**src/rtl/field_check_seq.sv**
```systemverilog
// field_check_seq: sequential collision checker for the tetris field.
// Scans the (rotated) piece mask one cell per clock against the occupancy
// field. It reports pass/fail, the failure reason and the first failing cell.

module field_check_seq #(
  parameter int FIELD_W = 20,
  parameter int FIELD_H = 20,
  parameter int BLK_N   = 4,
  parameter int POS_W   = 5
) (
  input  logic                                  clk,
  input  logic                                  rst,
  input  logic                                  start,
  input  logic                                  pre_ok,
  input  logic [BLK_N*BLK_N-1:0]                block,
  input  logic [FIELD_W*FIELD_H-1:0]            field,
  input  logic [POS_W-1:0]                      block_pos_x,
  input  logic [POS_W-1:0]                      block_pos_y,
  input  logic [2:0]                            rotate,
  output logic                                  busy,
  output logic                                  done,
  output logic                                  ok,
  output logic [1:0]                            fail_code,
  output logic [$clog2(BLK_N*BLK_N)-1:0]        hit_cell
);

  localparam int CELLS  = BLK_N * BLK_N;
  localparam int IDX_W  = $clog2(CELLS);
  localparam int CW     = POS_W + 2;
  localparam int FIDX_W = $clog2(FIELD_W * FIELD_H);

  localparam logic [1:0] CODE_NONE    = 2'd0;
  localparam logic [1:0] CODE_OVERLAP = 2'd1;
  localparam logic [1:0] CODE_BOUNDS  = 2'd2;
  localparam logic [1:0] CODE_PRE     = 2'd3;

  typedef enum logic [1:0] {
    S_IDLE = 2'd0,
    S_SCAN = 2'd1,
    S_DONE = 2'd2
  } state_t;

  state_t               state_q, state_d;
  logic [IDX_W-1:0]     cnt_q, cnt_d;
  logic [CELLS-1:0]     block_q, block_d;
  logic [POS_W-1:0]     pos_x_q, pos_x_d;
  logic [POS_W-1:0]     pos_y_q, pos_y_d;
  logic [1:0]           rot_q, rot_d;
  logic                 busy_q, busy_d;
  logic                 done_q, done_d;
  logic                 ok_q, ok_d;
  logic [1:0]           fail_code_q, fail_code_d;
  logic [IDX_W-1:0]     hit_cell_q, hit_cell_d;

  int                   bx;
  int                   by;
  int                   mi;
  logic                 cell_filled;
  logic [CW-1:0]        fx;
  logic [CW-1:0]        fy;
  logic                 in_bounds;
  logic [FIDX_W-1:0]    fidx;
  logic                 occupied;
  logic                 cell_fail;
  logic [1:0]           cell_code;

  // Test the current scan cell: rotated mask lookup, bounds first, then overlap.
  always_comb begin
    bx = int'(cnt_q) % BLK_N;
    by = int'(cnt_q) / BLK_N;
    mi = 0;
    case (rot_q)
      2'd0:    mi = by * BLK_N + bx;
      2'd1:    mi = BLK_N * (BLK_N - 1) + by - bx * BLK_N;
      2'd2:    mi = BLK_N * BLK_N - 1 - by * BLK_N - bx;
      default: mi = (BLK_N - 1) - by + bx * BLK_N;
    endcase
    cell_filled = block_q[IDX_W'(mi)];
    fx          = CW'(pos_x_q) + CW'(bx);
    fy          = CW'(pos_y_q) + CW'(by);
    in_bounds   = (fx < CW'(FIELD_W)) && (fy < CW'(FIELD_H));
    fidx        = in_bounds ? FIDX_W'(int'(fy) * FIELD_W + int'(fx)) : '0;
    occupied    = in_bounds && field[fidx];
    cell_fail   = cell_filled && (!in_bounds || occupied);
    cell_code   = in_bounds ? CODE_OVERLAP : CODE_BOUNDS;
  end

  // Next-state, request latching and result updates for the scan FSM.
  always_comb begin
    state_d     = state_q;
    cnt_d       = cnt_q;
    block_d     = block_q;
    pos_x_d     = pos_x_q;
    pos_y_d     = pos_y_q;
    rot_d       = rot_q;
    ok_d        = ok_q;
    fail_code_d = fail_code_q;
    hit_cell_d  = hit_cell_q;

    case (state_q)
      S_IDLE: begin
        if (start) begin
          block_d = block;
          pos_x_d = block_pos_x;
          pos_y_d = block_pos_y;
          rot_d   = 2'(rotate % 3'd4);
          cnt_d   = '0;
          if (pre_ok) begin
            state_d     = S_SCAN;
            ok_d        = 1'b0;
            fail_code_d = CODE_NONE;
            hit_cell_d  = '0;
          end else begin
            state_d     = S_DONE;
            ok_d        = 1'b0;
            fail_code_d = CODE_PRE;
            hit_cell_d  = '0;
          end
        end
      end
      S_SCAN: begin
        if (cell_fail) begin
          state_d     = S_DONE;
          ok_d        = 1'b0;
          fail_code_d = cell_code;
          hit_cell_d  = cnt_q;
        end else if (cnt_q == IDX_W'(CELLS - 1)) begin
          state_d     = S_DONE;
          ok_d        = 1'b1;
          fail_code_d = CODE_NONE;
          hit_cell_d  = '0;
        end else begin
          cnt_d = cnt_q + 1'b1;
        end
      end
      S_DONE: begin
        state_d = S_IDLE;
        cnt_d   = '0;
      end
      default: begin
        state_d = S_IDLE;
        cnt_d   = '0;
      end
    endcase

    busy_d = (state_d != S_IDLE);
    done_d = (state_d == S_DONE);
  end

  // State, latched request and registered outputs; reset aborts any scan.
  always_ff @(posedge clk or posedge rst) begin
    if (rst) begin
      state_q     <= S_IDLE;
      cnt_q       <= '0;
      block_q     <= '0;
      pos_x_q     <= '0;
      pos_y_q     <= '0;
      rot_q       <= '0;
      busy_q      <= 1'b0;
      done_q      <= 1'b0;
      ok_q        <= 1'b0;
      fail_code_q <= '0;
      hit_cell_q  <= '0;
    end else begin
      state_q     <= state_d;
      cnt_q       <= cnt_d;
      block_q     <= block_d;
      pos_x_q     <= pos_x_d;
      pos_y_q     <= pos_y_d;
      rot_q       <= rot_d;
      busy_q      <= busy_d;
      done_q      <= done_d;
      ok_q        <= ok_d;
      fail_code_q <= fail_code_d;
      hit_cell_q  <= hit_cell_d;
    end
  end

  assign busy      = busy_q;
  assign done      = done_q;
  assign ok        = ok_q;
  assign fail_code = fail_code_q;
  assign hit_cell  = hit_cell_q;

endmodule

```
**config.mk**
```make
export PLATFORM = sky130hd
export DESIGN_NAME = field_check_seq
export DESIGN_NICKNAME = d
export VERILOG_FILES = /design/src/rtl/field_check_seq.sv
export SDC_FILE = /design/constraint.sdc
export NUM_CORES = 1
export LEC_CHECK = 0
export ABC_AREA = 1
export CORE_AREA = 2 2 172 174
export DETAILED_ROUTE_END_ITERATION = 8
export DIE_AREA = 0 0 174 176
export PLACE_DENSITY = 0.73
export REMOVE_ABC_BUFFERS = 1
export SKIP_CTS_REPAIR_TIMING = 1
export SYNTH_ARGS = -nofsm -noshare
export SYNTH_HDL_FRONTEND = slang
export SYNTH_SLANG_ARGS = --single-unit
```
**constraint.sdc**
```tcl
create_clock -name clk -period 4.1 [get_ports clk]
set_input_delay 1.23 -clock clk [delete_from_list [all_inputs] [get_ports clk]]
set_output_delay 1.23 -clock clk [all_outputs]
set_load 0.03 [all_outputs]
```
==> impl_results.md <==
- YS warnings: 0
- Row cnt: 62
- Sw Share: between 50% and 60%
- Area share of the largest cell type after synthesis: 23.2%
- Psw: 7.77 mW
- Final WL: 39.2 mm
- Final period utilization: 93.2%
- IO Port Bufs: 440
- Worst R2R Start: cnt_q[2]$_DFFE_PP0P_
- Leak Pwr: around 7.3 nW
- Initial antenna violation count: 3
- Setup Skew: 0.00371 ns
- Reg2reg path depth: 24
- Sequential power share: 5.4%
- Hold Path Class: flip-flop to flip-flop
- Fmax achieved: 262 MHz
- Number of DRC markers in iteration 0: 937
- Initial Util: 29.1%
- DRC violations left: 0
- Register area share after synthesis: 13.0%
- Top FF cell, synth: dfrtp_1
- CTS tree: built
- ANT nets after route: 0
- Worst Path Max Fanout: 7
- Clk network pwr share: just under 3%
- Die Footprint: 30600 sq um
- CTS Buf Count: 5
- Critical Path Start: cnt_q[2]$_DFFE_PP0P_
- Vias in the first global route: approximately 11000
- Required time worst endpoint: 4.27 ns
- Deepest clock path buffer count: 2
- Clk_lat worst skew: ~0.28 ns
- Number of synthesized flops with an enable pin: 0
- Largest net degree at the start of global routing: 90
- Critical Path Start Type: flip-flop
- H-tree levels: 2
- Clock sinks: 43
- DP Wirelength: about 30 mm
- Non-Filler Cell Area, Final: roughly 14000 sq um
- Post-Synthesis Cells: 1656
- Clock transition at path regs: roughly 0.060 ns
- Routed length per placed instance: 16.0 um
- Tot GR Track Use: 24.0%
- Synth Register Bits: 43
- Area Growth Syn to Fin: 66.2%
- Area leader, netlist: nand2_1
- Setup ws final: 0.278 ns
- Die Wd: 174 um
- Crit. End Element: flip-flop
- Hold depth: 2
- Die Span Y: about 180 um
- Post-synth cell types: 34
- WS Path Type: flip-flop to flip-flop
- Share of layout cells above drive strength 1: around 5.5%
- Clock Root Buffer: clkbuf_16
- Core area: 28500 sq um
- Worst slew pin tran: 0.765 ns
- Final setup vio count: 0
- Synth area leaders: nand2_1 23%, nand3_1 19%, inv_1 16%
- Fin util: 48.3%
- Slew margin rel.: between 40% and 50%
- Min cycle time layout: 3.82 ns
- Nets@finish: 2518
- Hold Path Origin: block_q[0]$_DFFE_PP0P_
- DR vias: 11700
- Slew Viols, Final: 0
- Cell-internal power: 5.21 mW
- CP arrival: 3.99 ns
- Power density over the cells: 941 nW/um^2
- Hold Violations, Final: 0
- Status: finished, final reports clean
- Vias/cell: 4.76
- Total of max-cap violations: 0
- Power share of the combinational group: roughly nine tenths
- Tot Pwr: 13.0 mW
- Post-synth design cell area: just over 8000 sq um
- IR drop worst, VDD: 0.987 mV
- Post-place setup slack: -0.0587 ns
- Remaining Overflow, GRT: 0
- Avg Inst Size Synth: around 5.0 sq um
- Placer Congestion: 0.901
- First-pass GRT wire length: ~59 mm
- Post-DP Area: 13400 sq um
- # IOs: 442
- Pre-antenna DRT Iters: 5
- Asr flop ratio synth: between 90% and 100%
-- worst paths after layout --
check,end,slack (ns)
worst max-delay path,hit_cell[3]$_DFFE_PP0P_,0.28
worst min-delay path,block_q[0]$_DFFE_PP0P_,0.48
worst min register to register,block_q[0]$_DFFE_PP0P_,0.48
max in group asynchronous,state_q[1]$_DFF_PP0_,2.34
worst max register to register,hit_cell[3]$_DFFE_PP0P_,0.28
min in group asynchronous,block_q[6]$_DFFE_PP0P_,1.38
-- power by group through the flow --
| stage | sequential (mW) | combinational, mW | clock, mW |
|---|---|---|---|
| floorplan | 0.724 | 7.00 | 0 |
| global placement | 0.699 | 11.2 | 0 |
| detailed placement | 0.710 | 11.3 | 0 |
| CTS | 0.703 | 11.4 | 0.386 |
| global route | 0.736 | 13.2 | 0.405 |
| finish | 0.707 | 11.9 | 0.380 |
-- registers in the layout (all words and copies together) (netlist names), 2 cells and up --
signal and count:
block_q 16, pos_x_q 5, pos_y_q 5, cnt_q 4, hit_cell 4, fail_code 2, rot_q 2, state_q 2
-- cell usage after synthesis (3+ instances only) --
| library cell | instances |
|---|---|
| a21oi_1 | 9 |
| buf_1 | 15 |
| buf_2 | 40 |
| buf_4 | 12 |
| clkbuf_1 | 34 |
| dfrtp_1 | 43 |
| fa_1 | 4 |
| ha_1 | 16 |
| inv_1 | 349 |
| inv_2 | 4 |
| nand2_1 | 513 |
| nand3_1 | 311 |
| nand3_2 | 5 |
| nand4_1 | 74 |
| nor2_1 | 147 |
| nor2_4 | 3 |
| o211ai_1 | 8 |
| o21ai_0 | 35 |
| o21ai_1 | 4 |
| o22ai_1 | 3 |
| xnor2_1 | 3 |
| xor2_1 | 8 |
-- placed cells by master, fill, tap and decap left out, types with 15 or more instances in the layout --
cell / n
inv_1: 347
buf_4: 42
nand3_1: 306
nor2_1: 146
dfrtp_1: 43
o21ai_0: 34
nand2_1: 509
nand4_1: 74
buf_12: 15
clkdlybuf4s50_1: 440
-- per-stage QoR --
stage	hold WS, ns	setup TNS, ns	instances
floorplan	0.444	-37.35	1555
global placement	0.460	-0.232	2433
detailed placement	0.463	-0.305	2433
CTS	0.478	-0.663	2441
global route	0.510	-0.0273	2453
finish	0.478	0	2453
-- cell families (layout without fill, tap and decap cells) --
group                      after synthesis  in the layout  share of synthesized area, %
AOI/OAI and AO/OA                       64             64                          4.40
buffers and inverters                  455            865                          21.7
DFF                                     43             43                          13.0
other                                    0              3                             0
and+or+nand+nor                       1060           1060                          55.8
xor gates and xnor gates                13             13                          1.55
muxes                                    1              1                         0.136
adders and majority gates               20             20                          3.38
-- final cells by class --
type / instances / area [sq um]
tap: 384 / 480
sequential: 43 / 1080
fill: 3002 / 14800
antenna: 3 / 7.51
timing repair buffer: 503 / 5130
clock buffer: 6 / 129
clock inverter: 2 / 12.5
multi-input combinational: 1158 / 5620
inverter: 354 / 1330
-- layer usage --
metal  share of wire (%)  vias up  routed length, um  global-route usage (%)
met3                 6.0       84               2360                    2.56
li1                    -     5905                  -                       -
met1                  41     5249              16200                    29.8
met5                   0        -                  0                       0
met4                 3.8        0               1490                    8.30
met2                  49      442              19100                    43.3
-- worst max-delay path, stage by stage, from the launching register on --
cell and delay (ns):
dfrtp_1 0.36, ha_2 0.18, inv_1 0.05, fa_2 0.55, inv_2 0.06, ha_4 0.24, ha_4 0.27, ha_4 0.19
or3_1 0.38, nand3_2 0.13, inv_4 0.06, nor2_4 0.13, buf_4 0.15, a21boi_1 0.15, nor2_1 0.06, nand2_1 0.05
nand3_1 0.06, nand2_1 0.07, nand2_1 0.08, nand3_4 0.10, nand2_4 0.06, nand2_2 0.12, nand2_4 0.08, nand2_1 0.08
nand2_1 0.06
(Power assumes the default switching activity.)
